`src/rtl/loader_pkg.sv`:
```
// Shared definitions for the UART memory loader and the data memory it feeds.
package loader_pkg;

    typedef enum logic [1:0] {
        ST_IDLE    = 2'd0,
        ST_COLLECT = 2'd1,
        ST_WRITE   = 2'd2,
        ST_FINISH  = 2'd3
    } state_t;

    localparam int MEM_WORD_ADDR_BITS = 14;
    localparam int BYTES_PER_WORD     = 4;

endpackage

```
`src/rtl/word_assembler.sv`:
```
// Packs an incoming byte stream little-endian into 32-bit words and flags the
// cycle on which the fourth byte of a word arrives.
module word_assembler
    import loader_pkg::*;
(
    input  logic        clock,
    input  logic        reset,
    input  logic        clear,
    input  logic        byte_valid,
    input  logic [7:0]  byte_data,
    output logic [31:0] word,
    output logic        word_complete
);

    logic [1:0] byte_idx;

    always_ff @(posedge clock or posedge reset) begin
        if (reset) begin
            byte_idx <= '0;
            word     <= '0;
        end else if (clear) begin
            byte_idx <= '0;
        end else if (byte_valid) begin
            word[8*byte_idx +: 8] <= byte_data;
            byte_idx              <= byte_idx + 2'd1;
        end
    end

    // Fires with the last byte so the controller can enter its write cycle on the same edge.
    assign word_complete = byte_valid && (byte_idx == 2'(BYTES_PER_WORD - 1));

endmodule

```
`src/rtl/uart_mem_loader.sv`:
```
// Memory write engine: turns the UART RX byte stream into one-cycle word writes
// on the data memory port, with an idle timeout that aborts unfinished loads.
module uart_mem_loader
    import loader_pkg::*;
#(
    parameter int unsigned LOAD_WORDS     = 16384,
    parameter logic [31:0] BASE_ADDR      = 32'h0000_0000,
    parameter int unsigned TIMEOUT_CYCLES = 1_000_000
) (
    input  logic        clock,
    input  logic        reset,
    input  logic        start,
    input  logic [7:0]  rx_data,
    input  logic        rx_valid,
    output logic [31:0] mem_address,
    output logic [31:0] mem_write_data,
    output logic        mem_write,
    output logic        busy,
    output logic        done,
    output logic        timeout,
    output logic [14:0] word_count
);

    localparam int CW = MEM_WORD_ADDR_BITS + 1;

    state_t      state, state_next;
    logic        accept;
    logic        word_complete;
    logic        start_ok;
    logic        tmo_hit;
    logic        last_word;
    logic [31:0] tmo_cnt;

    assign start_ok  = (state == ST_IDLE) && start;
    assign tmo_hit   = (state == ST_COLLECT) && !rx_valid && (tmo_cnt == 32'(TIMEOUT_CYCLES - 1));
    assign last_word = (word_count == CW'(LOAD_WORDS - 1));

    word_assembler u_word_assembler (
        .clock         (clock),
        .reset         (reset),
        .clear         (start_ok),
        .byte_valid    (accept),
        .byte_data     (rx_data),
        .word          (mem_write_data),
        .word_complete (word_complete)
    );

    always_ff @(posedge clock or posedge reset) begin
        if (reset) state <= ST_IDLE;
        else       state <= state_next;
    end

    always_comb begin
        state_next = state;
        case (state)
            ST_IDLE:    if (start_ok) state_next = ST_COLLECT;
            ST_COLLECT: begin
                if (word_complete)  state_next = ST_WRITE;
                else if (tmo_hit)   state_next = ST_IDLE;
            end
            ST_WRITE:   state_next = last_word ? ST_FINISH : ST_COLLECT;
            ST_FINISH:  state_next = ST_IDLE;
            default:    state_next = ST_IDLE;
        endcase
    end

    // Bytes landing during the write cycle already belong to the next word.
    always_comb begin
        busy      = (state != ST_IDLE);
        mem_write = (state == ST_WRITE);
        accept    = rx_valid && ((state == ST_COLLECT) || (state == ST_WRITE));
    end

    always_ff @(posedge clock or posedge reset) begin
        if (reset) begin
            word_count <= '0;
            done       <= 1'b0;
            timeout    <= 1'b0;
            tmo_cnt    <= '0;
        end else begin
            if (start_ok) begin
                word_count <= '0;
                done       <= 1'b0;
                timeout    <= 1'b0;
            end
            if (state == ST_WRITE)  word_count <= word_count + 1'b1;
            if (state == ST_FINISH) done <= 1'b1;
            if (tmo_hit)            timeout <= 1'b1;
            if ((state == ST_COLLECT) && !rx_valid) tmo_cnt <= tmo_cnt + 32'd1;
            else                                    tmo_cnt <= '0;
        end
    end

    assign mem_address = BASE_ADDR + 32'({word_count, 2'b00});

endmodule

```
`config.mk`:
```
export PLATFORM = sky130hd
export DESIGN_NAME = uart_mem_loader
export DESIGN_NICKNAME = d
export VERILOG_FILES = /design/src/rtl/loader_pkg.sv /design/src/rtl/word_assembler.sv /design/src/rtl/uart_mem_loader.sv
export SDC_FILE = /design/constraint.sdc
export NUM_CORES = 1
export LEC_CHECK = 0
export CAP_MARGIN = 5
export CORE_ASPECT_RATIO = 0.75
export CORE_MARGIN = 2
export CORE_UTILIZATION = 51
export CTS_CLUSTER_DIAMETER = 200
export DETAILED_ROUTE_END_ITERATION = 10
export GPL_ROUTABILITY_DRIVEN = 0
export PLACE_DENSITY = 0.8
export SLEW_MARGIN = 20
export SYNTH_ARGS = -nofsm -noshare
export SYNTH_HDL_FRONTEND = slang
export SYNTH_SLANG_ARGS = --single-unit
```
`constraint.sdc`:
```
create_clock -name clock -period 3.45 [get_ports clock]
set_input_delay 0.345 -clock clock [delete_from_list [all_inputs] [get_ports clock]]
set_output_delay 0.345 -clock clock [all_outputs]
set_load 0.03 [all_outputs]
```
==> summary.txt, run 1 <==
Status
  – Status: finished, final reports clean

Final layout
  – Layout Nets: 550
  – Area growth syn-to-layout: 22.4%
  – Antenna Cells: 0
  – Util after Layout: 0.637
  – Share of layout cells above drive strength 1: 0.0678

CTS
  – Reg clk slew, reported paths: 0.07 ns
  – Worst-Skew Late Latency: 0.34 ns
  – CTS tree: built
  – Post-cts hold buffer count: 0
  – CTS sink cnt: 85
  – # H-tree levels: 3
  – Num CTS Buffers: 9
  – Post-CTS sizing: 0
  – Post-CTS Setup Bufs: 0
  – Worst-case clock buffer depth: 2
  – CTS root buf: clkbuf_16

Power
  – Internal power: 1.93 mW
  – Leakage power: 2.17 nW
  – Combinational Power Share: 0.300
  – Clock share of power: 0.308
  – Switching Fraction: 0.359
  – VDD IR max: 0.368 mV
  – Power Dens Cells: 565 nW/um2
  – Pwr Total: 3.01 mW
  – Register share of total power: 0.392
  – P_sw: 1.08 mW

Synth
  – Most used DFF post-synth: dfrtp_1
  – FF+latch count, synth: 85
  – Post-synth EDFFs: 0
  – Unique cell type count in the Yosys netlist: 46
  – Cell Area, Synth: 4360 um2
  – Syn_area_per_cell: 9.39 um2
  – Synth async-reset ratio: 1.00
  – Yosys warnings: 0
  – Sequential fraction of the synthesis area: 0.488
  – Synth Instances: 464

Setup path
  – Capture point of the critical path: mem_write
  – Critical R2R Capture: state[1]
  – Crit path required time: 3.11 ns
  – Crit path kind: reg -> out
  – Reg2reg setup slack: 1.21 ns
  – Crit-path max FO: 17
  – Crit. End Element: primary output
  – Crit start category: flop
  – R2r startpoint: state[1]
  – Reg2reg path depth: 8
  – Setup crit start: state[0]
  – Critical Path AT: 2.13 ns

GRT
  – GRT busiest layer: met2
  – Initial antenna violation count: 0
  – Total grt overflow: 0
  – Largest net degree at the start of global routing: 58
  – Tot GR Track Use: 0.205
  – First-pass GRT wire length: 15.4 mm
  – Met1 usage: 0.283
  – Met2 global-route usage: 0.326
  – Vias in the first global route: 3223
  – Met3 usage: 0.0552

Floorplanning
  – Die Ht: 84.1 um
  – Chip width: 111 um
  – IO Count: 95
  – Core Region: 8380 um2
  – Die area: 9310 um2
  – Site row count: 29
  – Initial Utilization: 0.520

STA
  – Min Hold Slack: 0.477 ns
  – Final cycle utilization of the critical path: 0.719
  – Relative slew margins: 0.423
  – # setup viols final: 0
  – Min Tclk post-route: 2.48 ns
  – RSZ-0062 raised after global routing: false
  – Final Skew: 0.00670 ns
  – Fin. max-slew vios: 0
  – Pin slew with the least headroom to its limit: 0.864 ns
  – Hold Violations, Final: 0
  – TNS Setup: 0 ns
  – FMAX: 403 MHz

Routing
  – Detailed-route DRC error count: 0
  – Antenna Nets Post-Route: 0
  – Vias per Instance: 5.28
  – Drt wl/cell: 14.3 um
  – DR iter-0 viols: 127
  – Vias: 3371
  – Drt first pass iters: 4
  – Routed WL: 9.12 mm

Placement
  – Hpwl dp: 6.69 mm
  – Port bufs: 77

Run
  – Maxcap violations: 0

Min path
  – Hold Path Class: in -> async
sequential cells by signal (all words and copies together) (netlist names):
name                       count
done                           1
state                          2
timeout                        1
tmo_cnt                       32
u_word_assembler.byte_idx      2
u_word_assembler.word         32
word_count                    15
worst min-delay path by stage:
stage,startpoint,endpoint,slack [ns],cells after the start
global placement,tmo_cnt[0],tmo_cnt[0],0.46,1
floorplan,start,u_word_assembler.byte_idx[0],0.43,1
global route,u_word_assembler.word[2],u_word_assembler.word[2],0.51,2
finish,reset,u_word_assembler.word[7],0.48,2
detailed placement,u_word_assembler.word[18],u_word_assembler.word[18],0.47,2
CTS,tmo_cnt[0],tmo_cnt[0],0.48,1
per-stage QoR:
step	cell area, um2	worst slack [ns]	instances
final	5340	0.971	639
after global routing	5340	0.857	639
after CTS	5340	0.959	639
after detailed placement	5050	1.17	623
after global placement	5050	1.27	623
after floorplan	4420	0.912	480
final cells by class:
cell class                      count  area (um2)
Tap cell                          108         135
Inverter                           12        47.5
Timing Repair Buffer               80         793
Clock inverter                      7        62.6
Multi-Input combinational cell    338        1950
Fill cell                         699        3050
Sequential cell                    85        2130
Clock buffer                        9         225
worst max-delay path, stage by stage, from the launching register on:
cell and delay [ns]:
dfrtp_1 0.40, inv_1 0.14, ha_1 0.48, clkdlybuf4s50_1 0.77
power by group through the flow:
stage | clock, mW | sequential [mW] | combinational, mW
after global routing | 0.987 | 1.20 | 0.980
after global placement | 0 | 1.19 | 0.876
after detailed placement | 0 | 1.20 | 0.905
after floorplan | 0 | 1.37 | 0.426
after CTS | 0.946 | 1.18 | 0.908
final | 0.930 | 1.18 | 0.903
layer usage:
metal  up-vias  wire, um  part of all wire
li1       1655         -                 -
met1      1609      4100              0.45
met2        98      4400              0.48
met3         9       532             0.058
met4         0        81            0.0089
met5         -         0                 0
logic make-up (layout without fill, tap and decap cells):
logic type	after synthesis	in the layout	synth area share
xor+xnor	29	29	0.0583
fa+ha+maj	12	12	0.0344
mux	5	5	0.0121
compound gates	67	67	0.0870
buf+inv	57	108	0.0795
simple gates	208	208	0.240
other cells	1	17	0.000860
flops	85	85	0.488
cell usage after synthesis (all sizes together) (4+ instances only):
cell type,number,share of area
a21oi,8,0.0092
and3,4,0.0057
and4,6,0.013
buf,35,0.061
clkbuf,10,0.0086
dfrtp,85,0.49
ha,12,0.034
inv,12,0.010
nand2,94,0.081
nand3,22,0.028
nand4,15,0.025
nor2,35,0.030
nor3,9,0.016
nor3b,4,0.0080
nor4,6,0.011
o21ai,49,0.056
xnor2,14,0.028
xor2,15,0.030
cells in the final DEF, fill, tap and decap left out, types with 11 or more instances in the layout:
master	netlist	routed
inv_1	12	11
o21ai_0	41	41
ha_1	12	12
nand4_1	14	14
nand2_1	94	94
nor2_1	35	35
xnor2_1	14	14
dfrtp_1	85	85
conb_1	1	17
nand3_1	21	21
clkdlybuf4s50_1	0	77
xor2_1	15	15
No activity file was read; power rests on OpenSTA's default activity.
==> run 2, diff against run 1 <==
==> constraint.sdc (replaced) <==
create_clock -name clock -period 2.5 [get_ports clock]
set_input_delay 0.25 -clock clock [delete_from_list [all_inputs] [get_ports clock]]
set_output_delay 0.25 -clock clock [all_outputs]
set_load 0.03 [all_outputs]
==> summary.txt, run 2 (synthesis results as in run 1) <==
Status
  – Status: finished, final reports clean

Final layout
  – Largest regs: tmo_cnt (32), u_word_assembler.word (32), word_count (15)
  – Antenna Cells: 0 (unchanged)
  – Share of layout cells above drive strength 1: 0.0730 (+0.00524)
  – Commonest non-fill, non-tap cell in the layout: nand2_1
  – Util after Layout: 0.642 (+0.00552)
  – Layout Nets: 553 (+0.55%)
  – Area growth syn-to-layout: 23.5%
  – Final instance area: 5380 um2 (+0.87%)
  – Most frequent cells in the layout: nand2_1, dfrtp_1, clkdlybuf4s50_1

Setup path
  – Crit. End Element: primary output
  – Reg2reg setup slack: 0.47 ns (-0.74 ns)
  – Crit-path max FO: 16 (-1)
  – Crit path required time: 2.25 ns (-0.86 ns)
  – Crit path kind: reg -> out
  – Worst path top cell family by delay: buffers and inverters
  – Slowest cell on the critical path: clkdlybuf4s50_1
  – Critical Path AT: 1.96 ns (-0.17 ns)
  – Cell Chain, Critical Path: inv_1 -> ha_1 -> buf_4 -> clkdlybuf4s50_1
  – Crit start category: flop
  – Critical path's largest stage delay: 0.69 ns (-0.08 ns)
  – CP Buf/Inv Count: 3 (+1)

Routing
  – Routed WL: 9.22 mm (+1.2%)
  – Drt wl/cell: 14.4 um (+0.69%)
  – Vias: 3393 (+0.65%)
  – Drt first pass iters: 5 (+1)
  – DR iter-0 viols: 178 (+40%)
  – Detailed-route DRC error count: 0 (unchanged)
  – Antenna Nets Post-Route: 0 (unchanged)
  – Vias per Instance: 5.29 (+0.18%)

CTS
  – CTS tree: built
  – Post-CTS Setup Bufs: 0 (unchanged)
  – Num CTS Buffers: 9 (unchanged)
  – Worst-case clock buffer depth: 2 (unchanged)
  – Post-cts hold buffer count: 0 (unchanged)
  – CTS root buf: clkbuf_16
  – # H-tree levels: 3 (unchanged)
  – Worst-Skew Late Latency: 0.34 ns (about the same)
  – Post-CTS sizing: 0 (unchanged)
  – Reg clk slew, reported paths: 0.06 ns (about the same)
  – CTS sink cnt: 85 (unchanged)

Run
  – Maxcap violations: 0 (unchanged)

GRT
  – Vias in the first global route: 3248 (+0.78%)
  – Total grt overflow: 0 (unchanged)
  – Tot GR Track Use: 0.207 (+0.00223)
  – Largest net degree at the start of global routing: 86 (+48%)
  – Initial antenna violation count: 0 (unchanged)
  – Met3 usage: 0.0595 (+0.00436)
  – GRT busiest layer: met2
  – Met2 global-route usage: 0.327 (+0.00112)
  – Met1 usage: 0.278 (-0.00444)
  – First-pass GRT wire length: 15.6 mm (+1.2%)

Power
  – Leakage power: 2.20 nW (+1.2%)
  – VDD IR max: 0.499 mV (+36%)
  – Pwr Total: 4.25 mW (+41%)
  – Power Dens Cells: 789 nW/um2 (+40%)

Min path
  – Hold Path Class: in -> async

STA
  – Min Tclk post-route: 2.21 ns
  – # setup viols final: 0 (unchanged)
  – Fin. max-slew vios: 0 (unchanged)
  – RSZ-0062 raised after global routing: false
  – FMAX: 453 MHz
  – Min Hold Slack: 0.372 ns (-0.104 ns)
  – Final cycle utilization of the critical path: 0.883
  – Final Skew: 0.00595 ns (-0.000745 ns)
  – TNS Setup: 0 ns (unchanged)
  – Pin slew with the least headroom to its limit: 0.522 ns (-0.342 ns)
  – Relative slew margins: 0.647 (+0.224)
  – Hold Violations, Final: 0 (unchanged)

Floorplanning
  – IO Count: 95 (unchanged)
  – Initial Utilization: 0.520 (unchanged)
  – Chip width: 111 um (unchanged)
  – Core Region: 8380 um2 (unchanged)
  – Site row count: 29 (unchanged)
  – Die area: 9310 um2 (unchanged)
  – Die Ht: 84.1 um (unchanged)

Placement
  – Hpwl dp: 6.63 mm (-1.0%)
  – Placed cell area: 5080 um2 (+0.69%)
  – Port bufs: 77 (unchanged)
[run 2: report_power, final]
group / leakage, nW / internal [mW] / total (mW) / switching (mW)
clock: 0.138 / 0.777 / 1.33 / 0.556
combinational: 0.885 / 0.474 / 1.28 / 0.810
sequential: 1.18 / 1.53 / 1.63 / 0.103
total: 2.20 / 2.78 / 4.25 / 1.47
[run 2: worst paths after layout]
check / end / cells past startpoint / startpoint
min reg2reg: u_word_assembler.word[14] / 2 / u_word_assembler.word[14]
max in group asynchronous: tmo_cnt[2] / 3 / reset
min in group clock: u_word_assembler.word[14] / 2 / u_word_assembler.word[14]
min: u_word_assembler.word[8] / 3 / reset
max reg2reg: u_word_assembler.word[12] / 7 / state[0]
max: mem_write / 4 / state[0]
[run 2: stage by stage]
step | instances | setup WS [ns]
final | 642 | 0.292
after CTS | 642 | 0.290
after global routing | 642 | 0.193
after floorplan | 480 | 0.0565
after global placement | 626 | 0.640
after detailed placement | 626 | 0.500
[run 2: area by class of cell]
| cell class | instances | area, um2 |
|---|---|---|
| Clock inverter | 7 | 75.1 |
| Tap cell | 108 | 135 |
| Inverter | 12 | 46.3 |
| Sequential cell | 85 | 2130 |
| Multi-Input combinational cell | 338 | 1950 |
| Timing Repair Buffer | 83 | 828 |
| Fill cell | 696 | 3000 |
| Clock buffer | 9 | 225 |
[run 2: layer usage]
layer	wire length, um	up-vias
met4	113	0
met2	4430	91
met1	4200	1637
met3	476	9
met5	0	-
li1	-	1656
[run 2: worst min-delay path, stage by stage]
cell,delay [ns]
clkdlybuf4s50_1,0.43
clkinv_2,0.08
buf_12,0.37
==> run 3, diff against run 2 <==
--- a/config.mk
+++ b/config.mk
@@ -6,13 +6,15 @@
 export NUM_CORES = 1
 export LEC_CHECK = 0
 export CAP_MARGIN = 5
+export CELL_PAD_IN_SITES_DETAIL_PLACEMENT = 0
+export CELL_PAD_IN_SITES_GLOBAL_PLACEMENT = 1
 export CORE_ASPECT_RATIO = 0.75
 export CORE_MARGIN = 2
-export CORE_UTILIZATION = 51
+export CORE_UTILIZATION = 38
 export CTS_CLUSTER_DIAMETER = 200
 export DETAILED_ROUTE_END_ITERATION = 10
 export GPL_ROUTABILITY_DRIVEN = 0
-export PLACE_DENSITY = 0.8
+export PLACE_DENSITY_LB_ADDON = 0.1
 export SLEW_MARGIN = 20
 export SYNTH_ARGS = -nofsm -noshare
 export SYNTH_HDL_FRONTEND = slang
==> constraint.sdc (replaced) <==
create_clock -name clock -period 2.1 [get_ports clock]
set_input_delay 0.21 -clock clock [delete_from_list [all_inputs] [get_ports clock]]
set_output_delay 0.21 -clock clock [all_outputs]
set_load 0.03 [all_outputs]
==> summary.txt, run 3 (synthesis results as in run 1) <==
Floorplanning
  – Die area: 12400 um2 (+33%)
  – Die Ht: 96.8 um (+15%)
  – Chip width: 128 um (+15%)
  – Core Region: 11100 um2 (+32%)
  – Site row count: 33 (+14%)
  – Initial Utilization: 0.394 (-0.126)
  – IO Count: 95 (unchanged)

CTS
  – CTS root buf: clkbuf_16
  – CTS sink cnt: 85 (unchanged)
  – Num CTS Buffers: 9 (unchanged)
  – CTS tree: built
  – Post-CTS sizing: 0 (unchanged)
  – Worst-case clock buffer depth: 2 (unchanged)
  – Reg clk slew, reported paths: 0.06 ns (about the same)
  – # H-tree levels: 3 (unchanged)
  – Worst-Skew Late Latency: 0.34 ns (about the same)
  – Post-cts hold buffer count: 0 (unchanged)
  – Post-CTS Setup Bufs: 0 (unchanged)

Routing
  – Antenna Nets Post-Route: 0 (unchanged)
  – DR iter-0 viols: 192 (+7.9%)
  – Vias: 3354 (-1.1%)
  – Drt first pass iters: 4 (-1)
  – Vias per Instance: 4.91 (-7.1%)
  – Routed WL: 10.1 mm (+9.6%)
  – Detailed-route DRC error count: 0 (unchanged)
  – Drt wl/cell: 14.8 um (+3.0%)

STA
  – Final Skew: 0.00487 ns (-0.00109 ns)
  – FMAX: 480 MHz
  – Min Hold Slack: 0.319 ns (-0.0539 ns)
  – Relative slew margins: 0.654 (+0.00708)
  – Final cycle utilization of the critical path: 0.992
  – Pin slew with the least headroom to its limit: 0.518 ns (-0.00452 ns)
  – Hold Violations, Final: 0 (unchanged)
  – Worst setup margin: 0.0169 ns (-0.275 ns)
  – Fin. max-slew vios: 0 (unchanged)
  – Min Tclk post-route: 2.08 ns
  – # setup viols final: 0 (unchanged)
  – RSZ-0062 raised after global routing: true

Final layout
  – Multi-input gate area: 1950 um2 (unchanged)
  – Area growth syn-to-layout: 26.3%
  – FILL cells: 1036 (+49%)
  – Final instance area: 5510 um2 (+2.3%)
  – Layout Nets: 562 (+1.6%)
  – Commonest non-fill, non-tap cell in the layout: nand2_1
  – Most frequent cells in the layout: nand2_1, dfrtp_1, clkdlybuf4s50_1
  – Util after Layout: 0.498 (-0.144)
  – Antenna Cells: 0 (unchanged)
  – Share of layout cells above drive strength 1: 0.0866 (+0.0135)
  – Largest regs: tmo_cnt (32), u_word_assembler.word (32), word_count (15)
  – FF/Latch Area: 2130 um2 (unchanged)

Placement
  – Place WS: 0.140 ns (-0.360 ns)
  – Port bufs: 77 (unchanged)
  – Placed cell area: 5190 um2 (+2.2%)
  – Hpwl dp: 6.96 mm (+5.0%)

GRT
  – Initial antenna violation count: 0 (unchanged)
  – Met3 usage: 0.0514 (-0.00811)
  – First-pass GRT wire length: 16.7 mm (+7.1%)
  – GRT busiest layer: met1
  – Total grt overflow: 0 (unchanged)
  – Met2 global-route usage: 0.233 (-0.0946)
  – Largest net degree at the start of global routing: 86 (unchanged)
  – Vias in the first global route: 3163 (-2.6%)
  – Met1 usage: 0.260 (-0.0185)
  – Tot GR Track Use: 0.170 (-0.0363)

Setup path
  – Critical Path AT: 1.87 ns (-0.09 ns)
  – Crit start category: flop
  – Crit. End Element: primary output
  – Crit path required time: 1.89 ns (-0.36 ns)
  – Crit-path max FO: 7 (-9)
  – Crit path kind: reg -> out

Status
  – Status: finished, final reports clean

Min path
  – Hold Path Class: in -> async

Power
  – VDD IR max: 0.439 mV (-12%)
  – Leakage power: 2.28 nW (+3.5%)
  – Pwr Total: 5.14 mW (+21%)
  – Power Dens Cells: 933 nW/um2 (+18%)

Run
  – Maxcap violations: 0 (unchanged)
run 3: critical path: stages, from the launching register on:
cell	delay, ns
dfrtp_1	0.40
inv_1	0.10
ha_1	0.28
inv_1	0.08
clkdlybuf4s50_1	0.68
run 3: cell type report:
| type | instances | share of cell area |
|---|---|---|
| flip-flops and latches | 85 | 0.386 |
| repair buffers | 92 | 0.163 |
| multi-input cells | 338 | 0.353 |
| clock buffers | 13 | 0.0491 |
| well taps | 140 | 0.0318 |
| clock inverters | 3 | 0.00772 |
| inverters | 12 | 0.00886 |
run 3: per-stage QoR:
stage | std cells | TNS (ns)
2_1_floorplan | 480 | 0
3_3_place_gp | 667 | 0
3_5_place_dp | 667 | 0
4_1_cts | 683 | 0
5_1_grt | 683 | -1.75
6_report | 683 | 0
run 3: power breakdown:
group / leakage, nW / switching (mW) / internal, mW
sequential: 1.18 / 0.124 / 1.82
clock: 0.152 / 0.638 / 1.02
combinational: 0.948 / 0.962 / 0.574
run 3: layer usage:
metal	share of wire	up-vias
li1	-	1678
met1	0.53	1576
met2	0.40	90
met3	0.054	10
met4	0.012	0
met5	0	-
run 3: path summary, 6_finish.rpt:
| path | start | end | slack, ns | cells past startpoint |
|---|---|---|---|---|
| max | state[1] | busy | 0.02 | 4 |
| min | reset | tmo_cnt[3] | 0.32 | 3 |
| max reg2reg | state[1] | u_word_assembler.word[31] | 0.09 | 7 |
| min reg2reg | tmo_cnt[0] | tmo_cnt[0] | 0.48 | 1 |
| max in group asynchronous | reset | u_word_assembler.byte_idx[1] | 1.37 | 3 |
| min in group clock | tmo_cnt[0] | tmo_cnt[0] | 0.48 | 1 |
